===== config.mk =====
export PLATFORM = sky130hd
export DESIGN_NAME = mem_bist_ctrl
export DESIGN_NICKNAME = d
export VERILOG_FILES = /design/src/rtl/mem_bist_pkg.sv /design/src/rtl/mem_bist_cmp.sv /design/src/rtl/mem_bist_ctrl.sv
export SDC_FILE = /design/constraint.sdc
export NUM_CORES = 1
export LEC_CHECK = 0
export BUFFER_PORTS_ARGS = -buffer_cell sky130_fd_sc_hd__buf_2
export CAP_MARGIN = 40
export CORE_ASPECT_RATIO = 0.8
export CORE_MARGIN = 2
export CORE_UTILIZATION = 30
export DETAILED_ROUTE_END_ITERATION = 7
export PLACE_DENSITY_LB_ADDON = 0.05
export SLEW_MARGIN = 30
export SYNTH_ARGS = -nofsm -noshare
export SYNTH_HDL_FRONTEND = slang
export SYNTH_SLANG_ARGS = --single-unit

===== constraint.sdc =====
create_clock -name clk -period 2.3 [get_ports clk]
set_input_delay 0.115 -clock clk [delete_from_list [all_inputs] [get_ports clk]]
set_output_delay 0.115 -clock clk [all_outputs]
set_load 0.01 [all_outputs]

===== src/rtl/mem_bist_pkg.sv =====
// Shared types and helpers for the memory BIST controller: FSM state encoding,
// default widths, error counter width and the address/seed test pattern.
package mem_bist_pkg;

  localparam int ADDR_W_DEF = 16;
  localparam int DATA_W_DEF = 8;
  localparam int ERR_W      = 16;

  typedef enum logic [2:0] {
    S_IDLE  = 3'd0,
    S_WR    = 3'd1,
    S_RD    = 3'd2,
    S_DRAIN = 3'd3,
    S_DONE  = 3'd4
  } state_t;

  // Callers truncate the result to DATA_W, which leaves addr[DATA_W-1:0] ^ seed.
  function automatic logic [31:0] pattern(input logic [31:0] addr, input logic [31:0] seed);
    return addr ^ seed;
  endfunction

endpackage


===== src/rtl/mem_bist_cmp.sv =====
// Read-data checker: registers each issued read's expected word and address, compares
// against the returned word one cycle later, counts mismatches and keeps the first address.
// Define MEM_BIST_PARITY_CHK_EN to include the stored parity bit in the compare.
module mem_bist_cmp
  import mem_bist_pkg::*;
#(
  parameter int ADDR_W = ADDR_W_DEF,
  parameter int DATA_W = DATA_W_DEF
) (
  input  logic              clk,
  input  logic              rst_n,
  input  logic              clr,
  input  logic              kill,
  input  logic              rd_en,
  input  logic [ADDR_W-1:0] rd_addr,
  input  logic [DATA_W-1:0] rd_exp,
  input  logic [DATA_W:0]   data_out,
  output logic              err_now,
  output logic [ERR_W-1:0]  err_count,
  output logic [ADDR_W-1:0] first_err_addr
);

  logic              chk_q;
  logic [ADDR_W-1:0] addr_q;
  logic [DATA_W-1:0] exp_q;

`ifdef MEM_BIST_PARITY_CHK_EN
  assign err_now = chk_q && !kill && (data_out != {^exp_q, exp_q});
`else
  logic unused_parity;
  assign unused_parity = data_out[DATA_W];
  assign err_now = chk_q && !kill && (data_out[DATA_W-1:0] != exp_q);
`endif

  always_ff @(posedge clk) begin
    if (!rst_n) begin
      chk_q          <= 1'b0;
      addr_q         <= '0;
      exp_q          <= '0;
      err_count      <= '0;
      first_err_addr <= '0;
    end else begin
      // An abort drops the in-flight read so result registers hold their values.
      chk_q  <= rd_en && !kill;
      addr_q <= rd_addr;
      exp_q  <= rd_exp;
      if (clr) begin
        err_count      <= '0;
        first_err_addr <= '0;
      end else if (err_now) begin
        if (err_count == '0) first_err_addr <= addr_q;
        if (err_count != '1) err_count <= err_count + 1'b1;
      end
    end
  end

endmodule


===== src/rtl/mem_bist_ctrl.sv =====
// March-style memory BIST: write a pattern across [start_addr, end_addr], read it back,
// report pass/fail. Parity compare is enabled by defining MEM_BIST_PARITY_CHK_EN.
module mem_bist_ctrl
  import mem_bist_pkg::*;
#(
  parameter int ADDR_W = ADDR_W_DEF,
  parameter int DATA_W = DATA_W_DEF
) (
  input  logic              clk,
  input  logic              rst_n,
  input  logic              start,
  input  logic              abort,
  input  logic [ADDR_W-1:0] start_addr,
  input  logic [ADDR_W-1:0] end_addr,
  input  logic [DATA_W-1:0] seed,
  output logic              write,
  output logic              read,
  output logic [ADDR_W-1:0] address,
  output logic [DATA_W-1:0] data_in,
  input  logic [DATA_W:0]   data_out,
  output logic              busy,
  output logic              done,
  output logic              pass,
  output logic [ERR_W-1:0]  err_count,
  output logic [ADDR_W-1:0] first_err_addr,
  output logic [2:0]        dbg_state
);

  state_t            state, state_d;
  logic [ADDR_W-1:0] start_q, end_q, address_d;
  logic [DATA_W-1:0] seed_q, data_in_d, exp_data;
  logic              write_d, read_d, busy_d, done_d, pass_d;
  logic              accept, kill, err_now;

  assign dbg_state = state;
  assign exp_data  = DATA_W'(pattern(32'(address), 32'(seed_q)));

  always_comb begin
    state_d   = state;
    address_d = address;
    write_d   = 1'b0;
    read_d    = 1'b0;
    busy_d    = busy;
    done_d    = 1'b0;
    pass_d    = pass;
    accept    = 1'b0;
    kill      = 1'b0;
    case (state)
      S_IDLE: begin
        if (start) begin
          accept = 1'b1;
          if (end_addr < start_addr) begin
            state_d = S_DONE;
            done_d  = 1'b1;
            pass_d  = 1'b0;
            busy_d  = 1'b0;
          end else begin
            state_d   = S_WR;
            address_d = start_addr;
            write_d   = 1'b1;
            busy_d    = 1'b1;
            pass_d    = 1'b1;
          end
        end
      end
      // The address is compared against end before incrementing, so it never wraps.
      S_WR: begin
        if (address == end_q) begin
          state_d   = S_RD;
          address_d = start_q;
          read_d    = 1'b1;
        end else begin
          address_d = address + 1'b1;
          write_d   = 1'b1;
        end
      end
      S_RD: begin
        if (address == end_q) begin
          state_d = S_DRAIN;
        end else begin
          address_d = address + 1'b1;
          read_d    = 1'b1;
        end
      end
      S_DRAIN: begin
        state_d = S_DONE;
        done_d  = 1'b1;
        busy_d  = 1'b0;
        pass_d  = (err_count == '0) && !err_now;
      end
      S_DONE:  state_d = S_IDLE;
      default: state_d = S_IDLE;
    endcase
    if (abort && (state == S_WR || state == S_RD || state == S_DRAIN)) begin
      kill      = 1'b1;
      state_d   = S_IDLE;
      address_d = address;
      write_d   = 1'b0;
      read_d    = 1'b0;
      busy_d    = 1'b0;
      done_d    = 1'b0;
      pass_d    = pass;
    end
    data_in_d = write_d ? DATA_W'(pattern(32'(address_d), 32'(accept ? seed : seed_q))) : data_in;
  end

  always_ff @(posedge clk) begin
    if (!rst_n) begin
      state   <= S_IDLE;
      write   <= 1'b0;
      read    <= 1'b0;
      address <= '0;
      data_in <= '0;
      busy    <= 1'b0;
      done    <= 1'b0;
      pass    <= 1'b0;
      start_q <= '0;
      end_q   <= '0;
      seed_q  <= '0;
    end else begin
      state   <= state_d;
      write   <= write_d;
      read    <= read_d;
      address <= address_d;
      data_in <= data_in_d;
      busy    <= busy_d;
      done    <= done_d;
      pass    <= pass_d;
      if (accept) begin
        start_q <= start_addr;
        end_q   <= end_addr;
        seed_q  <= seed;
      end
    end
  end

  mem_bist_cmp #(.ADDR_W(ADDR_W), .DATA_W(DATA_W)) u_cmp (
    .clk            (clk),
    .rst_n          (rst_n),
    .clr            (accept),
    .kill           (kill),
    .rd_en          (read),
    .rd_addr        (address),
    .rd_exp         (exp_data),
    .data_out       (data_out),
    .err_now        (err_now),
    .err_count      (err_count),
    .first_err_addr (first_err_addr)
  );

endmodule


# ---- Word-level counts from Yosys, hierarchy flattened
# Index checks and enable logic that the tools add are counted.
dict set report classes {
  addsub 2
  n_lt_le_gt_ge 1
  eq_ne 9
  mux 28
  bitwise 4
  n_reduce_logical 19
}
# op count
set op_table {}
lappend op_table {{$mux 16} 5}
lappend op_table {{$pmux 16 s3} 1}
lappend op_table {{$add 16x1->16 const B} 2}
lappend op_table {{$eq 16x16->1} 1}
lappend op_table {{$logic_not 16->1} 1}
lappend op_table {{$lt 16x16->1} 1}
lappend op_table {{$ne 16x16->1 const B} 1}
lappend op_table {{$xor 8x8->8} 2}
lappend op_table {{$mux 3} 4}
lappend op_table {{$pmux 3 s4} 1}
lappend op_table {{$mux 1} 11}
lappend op_table {{$pmux 1 s2} 5}
lappend op_table {{$mux 8} 1}
lappend op_table {{$ne 8x8->1} 1}
lappend op_table {{$eq 3x2->1 const B} 2}
lappend op_table {{$ne 2x2->1 const B} 3}
lappend op_table {{$reduce_and 2->1} 3}
lappend op_table {{$reduce_and 3->1} 2}
lappend op_table {{$logic_and 1x1->1} 5}
lappend op_table {{$reduce_or 2->1} 2}
lappend op_table {{$eq 3x1->1 const B} 1}
lappend op_table {{$logic_not 3->1} 1}
lappend op_table {{$logic_not 1->1} 2}
lappend op_table {{$logic_or 1x1->1} 2}
lappend op_table {{2 further kinds} 3}
dict set report totals {
  register_bits 129
  input_bits 53
}

# ---- Logic depth before layout (Yosys ltp)
dict set report logic_depth {
  word_depth 11
  depth_mapped 11
  depth_no_buf 9
}

# ---- Hierarchy
# From an unflattened synthesis, not the netlist that was laid out.
dict set report hier_totals {
  cells_unflattened 785
  hier_area_um2 6532.5
}
# module instances cells_each area_per_inst_um2 seq_area_each_um2
set modules_own_cells {}
lappend modules_own_cells {mem_bist_ctrl 1 534 4226.6 1441.4}
lappend modules_own_cells {mem_bist_cmp 1 251 2306.0 1141.1}

# ---- Worst setup path before layout
# OpenSTA, ideal clock, no wires.
dict set report synth_timing {
  path_kind {reg2reg}
  from {register state[1] (netlist: dbg_state[1])}
  to {register data_in[7]}
  arrival_time_ns 2.161
  path_slack_ns 0.005
  stages_incl_launch_ff 10
  path_buffers 3
  cell_sequence {dfxtp_1 -> clkbuf_1 -> nand2b_1 -> nor3_1 -> buf_6 -> buf_2 -> mux2i_1 -> o211ai_1 -> a221oi_1 -> a221oi_2}
}
dict set report synth_via {
  elab_chain_cells 6
  word_cells_on_any_way 14
  classes_between {eq/ne (3); mux (6); bitwise (1); reduce/logical (4)}
}
# element line_no
set synth_lines {}
lappend synth_lines {{start, declared} mem_bist_ctrl.sv:29} ;# state_t state, state_d;
lappend synth_lines {{start signal, assigned} mem_bist_ctrl.sv:121} ;# state <= state_d;
lappend synth_lines {{$eq 3x1->1 / $eq 3x2->1 (equally long branches)} {mem_bist_ctrl.sv:48, mem_bist_ctrl.sv:94}}
lappend synth_lines {{$logic_or 1x1->1 (2 in series)} mem_bist_ctrl.sv:94} ;# if (abort && (state == S_WR || state == S_RD || state == S_DRAIN)) begin
lappend synth_lines {{$logic_and 1x1->1} mem_bist_ctrl.sv:94}
lappend synth_lines {{$mux 16} mem_bist_ctrl.sv:94}
lappend synth_lines {{$xor 8x8->8} mem_bist_pkg.sv:19} ;# return addr ^ seed;
lappend synth_lines {{end signal, assigned} mem_bist_ctrl.sv:125} ;# data_in <= data_in_d;
lappend synth_lines {{end, declared} mem_bist_ctrl.sv:19} ;# output logic [DATA_W-1:0] data_in,
# Parallel ways exist; a longest one is shown, timed or not.
# A chain may end at the register's enable or synchronous reset.

# ---- Final worst setup path
dict set report layout_timing {
  from {register address[0]}
  to {register data_in[2]}
}
dict set report layout_via {
  elab_chain_cells 5
  word_cells_on_any_way 10
  classes_between {add/sub (1); eq/ne (1); mux (7); bitwise (1)}
}
# element line_no
set layout_lines {}
lappend layout_lines {{start, declared} mem_bist_ctrl.sv:18} ;# output logic [ADDR_W-1:0] address,
lappend layout_lines {{start signal, assigned} mem_bist_ctrl.sv:124} ;# address <= address_d;
lappend layout_lines {{$add 16x1->16 / $eq 16x16->1 (equally long branches)} --}
lappend layout_lines {{$mux 16 (on tied branches)} {mem_bist_ctrl.sv:78, mem_bist_ctrl.sv:68}}
lappend layout_lines {{$pmux 16 s3} mem_bist_ctrl.sv:48} ;# case (state)
lappend layout_lines {{$mux 16} mem_bist_ctrl.sv:94}
lappend layout_lines {{$xor 8x8->8} mem_bist_pkg.sv:19}
# Parallel ways exist; a longest one is shown, timed or not.

==> results.yml <==
worst_setup_path:
  cp_max_fo: 5
  cp-start-kind: "register"
  critPathKind: "register to register"
  required_ns: 2.65
  end_kind: "register"
  arrival_ns: 2.59
job:
  drv_cap: 0
layout:
  multi_input_area_um2: 3430
  diodes: 0
  drive_gt1_frac: 0.297
  fin_cells: 1215
  final-seq-area_um2: 2590
  fillCellCount: 2158
  fin_nets: 1004
  final_area_um2: 8580
  syn_to_final_growth_pct: 37.9
detailed_routing:
  routed_wirelength_um: 19400
  vias: 5728
  vias_per_cell: 4.71
  firstDrtPassIters: 5
  drtIter0Drc: 294
  wl_per_cell_um: 15.9
  final_antenna_net_count: 0
  drc: 0
cts:
  root_buffer: "clkbuf_16"
  cts_buffers: 17
  cts.sinks: 129
  insertion_delay_ns: 0.42
  cts_tree: "done"
  clk_path_buf_depth: 2
  clk_pin_slew_ns: 0.06
  htree_num_levels: 4
global_routing:
  grt_overflow: 0
  grt_max_degree: 38
  antenna_found_initial: 0
  grt_usage: 0.179
  grt_pass1_wl_um: 30400
  grt_pass1_vias: 5674
timing:
  max_freq_mhz: 448
  slew_viol_final: 0
  hold_viol: 0
  finalCritPeriodShare: 0.971
  fin_crit_ns: 2.23
  whs_ns: 0.0138
  tightest_slew_ns: 0.610
  setup_viol: 0
  finalClockSkew_ns: 0.00761
  rsz0062_at_grt: "true"
  relSlewSlack: 0.592
  fin_setup_tns_ns: 0
yosys:
  ys_seq_elements: 129
  synth_top_area_cell: "dfxtp_1"
  synthTopCellsByArea: "dfxtp_1, nand2_1, xnor2_1, nor2_1, a21oi_1"
  syn_area_um2: 6220
  ys_types: 71
  synth_edf_count: 0
  avgSynthCellArea_um2: 8.49
  async_flop_share: 0
  syn_nets: 804
  seq_area_frac_synth: 0.415
  netlist_instances: 733
  yosys_warnings: 0
  synthTopCellsByCount: "dfxtp_1, nand2_1, nor2_1"
  ys.flop_type: "dfxtp_1"
  synth_top_area_frac: 0.415
  synth_most_common_cell: "dfxtp_1"
run_status:
  status: "complete, no violations"
placement:
  place_congestion: 0.792
  placed_cells: 1159
  hpwl_um: 14500
  portBuffers: 115
  place_area_um2: 7600
power_and_ir_drop:
  p_switching_w: 0.00187
  switching_share: 0.275
  pwr-share-comb: 0.195
  p_clk_frac: 0.440
  finalPower_w: 0.00679
  intPower_w: 0.00492
  p_per_area_nw_per_um2: 792
  leakage_nw: 3.58
  ir_drop_v: 0.000508
  seqPwrFrac: 0.365
die:
  die_h_um: 133
  ios: 117
  die_w_um: 165
  num_rows: 47
  die_area_um2: 21900
  core_area_um2: 20500
  start_util: 0.303
worst_hold_path:
  hold_class: "input pin to register"
==> power groups by stage <==
stage               Sequential [W]  Clock (W)  Combinational, W
floorplan                  0.00252          0          0.000712
global placement           0.00252          0           0.00120
detailed placement         0.00252          0           0.00121
CTS                        0.00248    0.00304           0.00124
global route               0.00250    0.00314           0.00146
finish                     0.00248    0.00299           0.00132
==> path summary, 6_finish.rpt <==
check / from / endpoint / slack (ns) / depth (start not counted)
max: address[0] / data_in[2] / 0.07 / 8
max reg2reg: address[0] / data_in[2] / 0.07 / 8
min: seed[4] / seed_q[4] / 0.01 / 3
min reg2reg: start_q[8] / start_q[8] / 0.45 / 2
==> layout make-up <==
class,instances,area share
Inverter,25,0.0109
Multi-Input combinational cell,536,0.400
Tap cell,269,0.0392
Sequential cell,129,0.302
Timing Repair Buffer,224,0.171
Clock inverter,10,0.0200
Clock buffer,22,0.0564
==> stage by stage <==
stage                     utilization  worst slack (ns)
after floorplan                     -           0.00482
after global placement          0.370            -0.202
after detailed placement        0.370            -0.249
after CTS                       0.411           0.00129
after global routing            0.418           -0.0448
final                           0.418            0.0667
==> sequential cells by signal (all words and copies together) (netlist names) <==
| signal | cells |
|---|---|
| read | 1 |
| end_q | 16 |
| u_cmp.addr_q | 16 |
| pass | 1 |
| data_in | 8 |
| done | 1 |
| start_q | 16 |
| u_cmp.err_count | 16 |
| u_cmp.exp_q | 8 |
| u_cmp.first_err_addr | 16 |
| write | 1 |
| dbg_state | 3 |
| u_cmp.chk_q | 1 |
| busy | 1 |
| address | 16 |
| seed_q | 8 |
==> per-layer routing <==
metal / vias to the layer above / track usage / part of all wire
met5: - / 0 / 0
met4: 0 / 0.0478 / 0.011
met3: 17 / 0.0442 / 0.044
met2: 125 / 0.260 / 0.42
met1: 2645 / 0.263 / 0.52
li1: 2941 / - / -
==> kinds of logic (layout without fill, tap and decap cells) <==
| group | Yosys count | count (layout) | synth area share |
|---|---|---|---|
| DFF | 129 | 129 | 0.415 |
| muxes | 27 | 27 | 0.0436 |
| xor gates and xnor gates | 48 | 48 | 0.0688 |
| AOI/OAI and AO/OA | 138 | 139 | 0.154 |
| buffers and inverters | 69 | 281 | 0.0499 |
| adders and majority gates | 18 | 18 | 0.0362 |
| and+or+nand+nor | 304 | 304 | 0.232 |
==> placed cells by master, fill, tap and decap left out, types with 7 or more instances in the layout <==
master / count
a21oi_1: 53
a22o_1: 7
and2_1: 20
and3_1: 10
buf_2: 116
buf_4: 89
clkbuf_16: 17
dfxtp_1: 120
dfxtp_2: 9
dlygate4sd3_1: 16
ha_1: 18
inv_1: 25
mux2i_1: 26
nand2_1: 106
nand3_1: 19
nand4_1: 11
nor2_1: 75
nor3_1: 7
nor3b_1: 9
o21ai_0: 21
or3_1: 14
xnor2_1: 44
==> what timing repair did <==
item | in CTS | in global routing
setup buffers | 1 | 6
resized for setup | 2 | 26
setup endpoints to repair | 9 | 19
pin swaps | 0 | 13
hold buffers | 16 | 0
gates cloned | 0 | 2
hold endpoints to repair | 16 | 0
==> worst max-delay path: stages (launching register included) <==
cell and delay (ns):
dfxtp_2 0.41, xnor2_1 0.14, nand4_1 0.14, nor4_4 0.35, buf_2 0.24, nor2_1 0.07
o31a_1 0.31, or3_1 0.35, a31oi_1 0.15
Power figures use the tool's default switching activity.
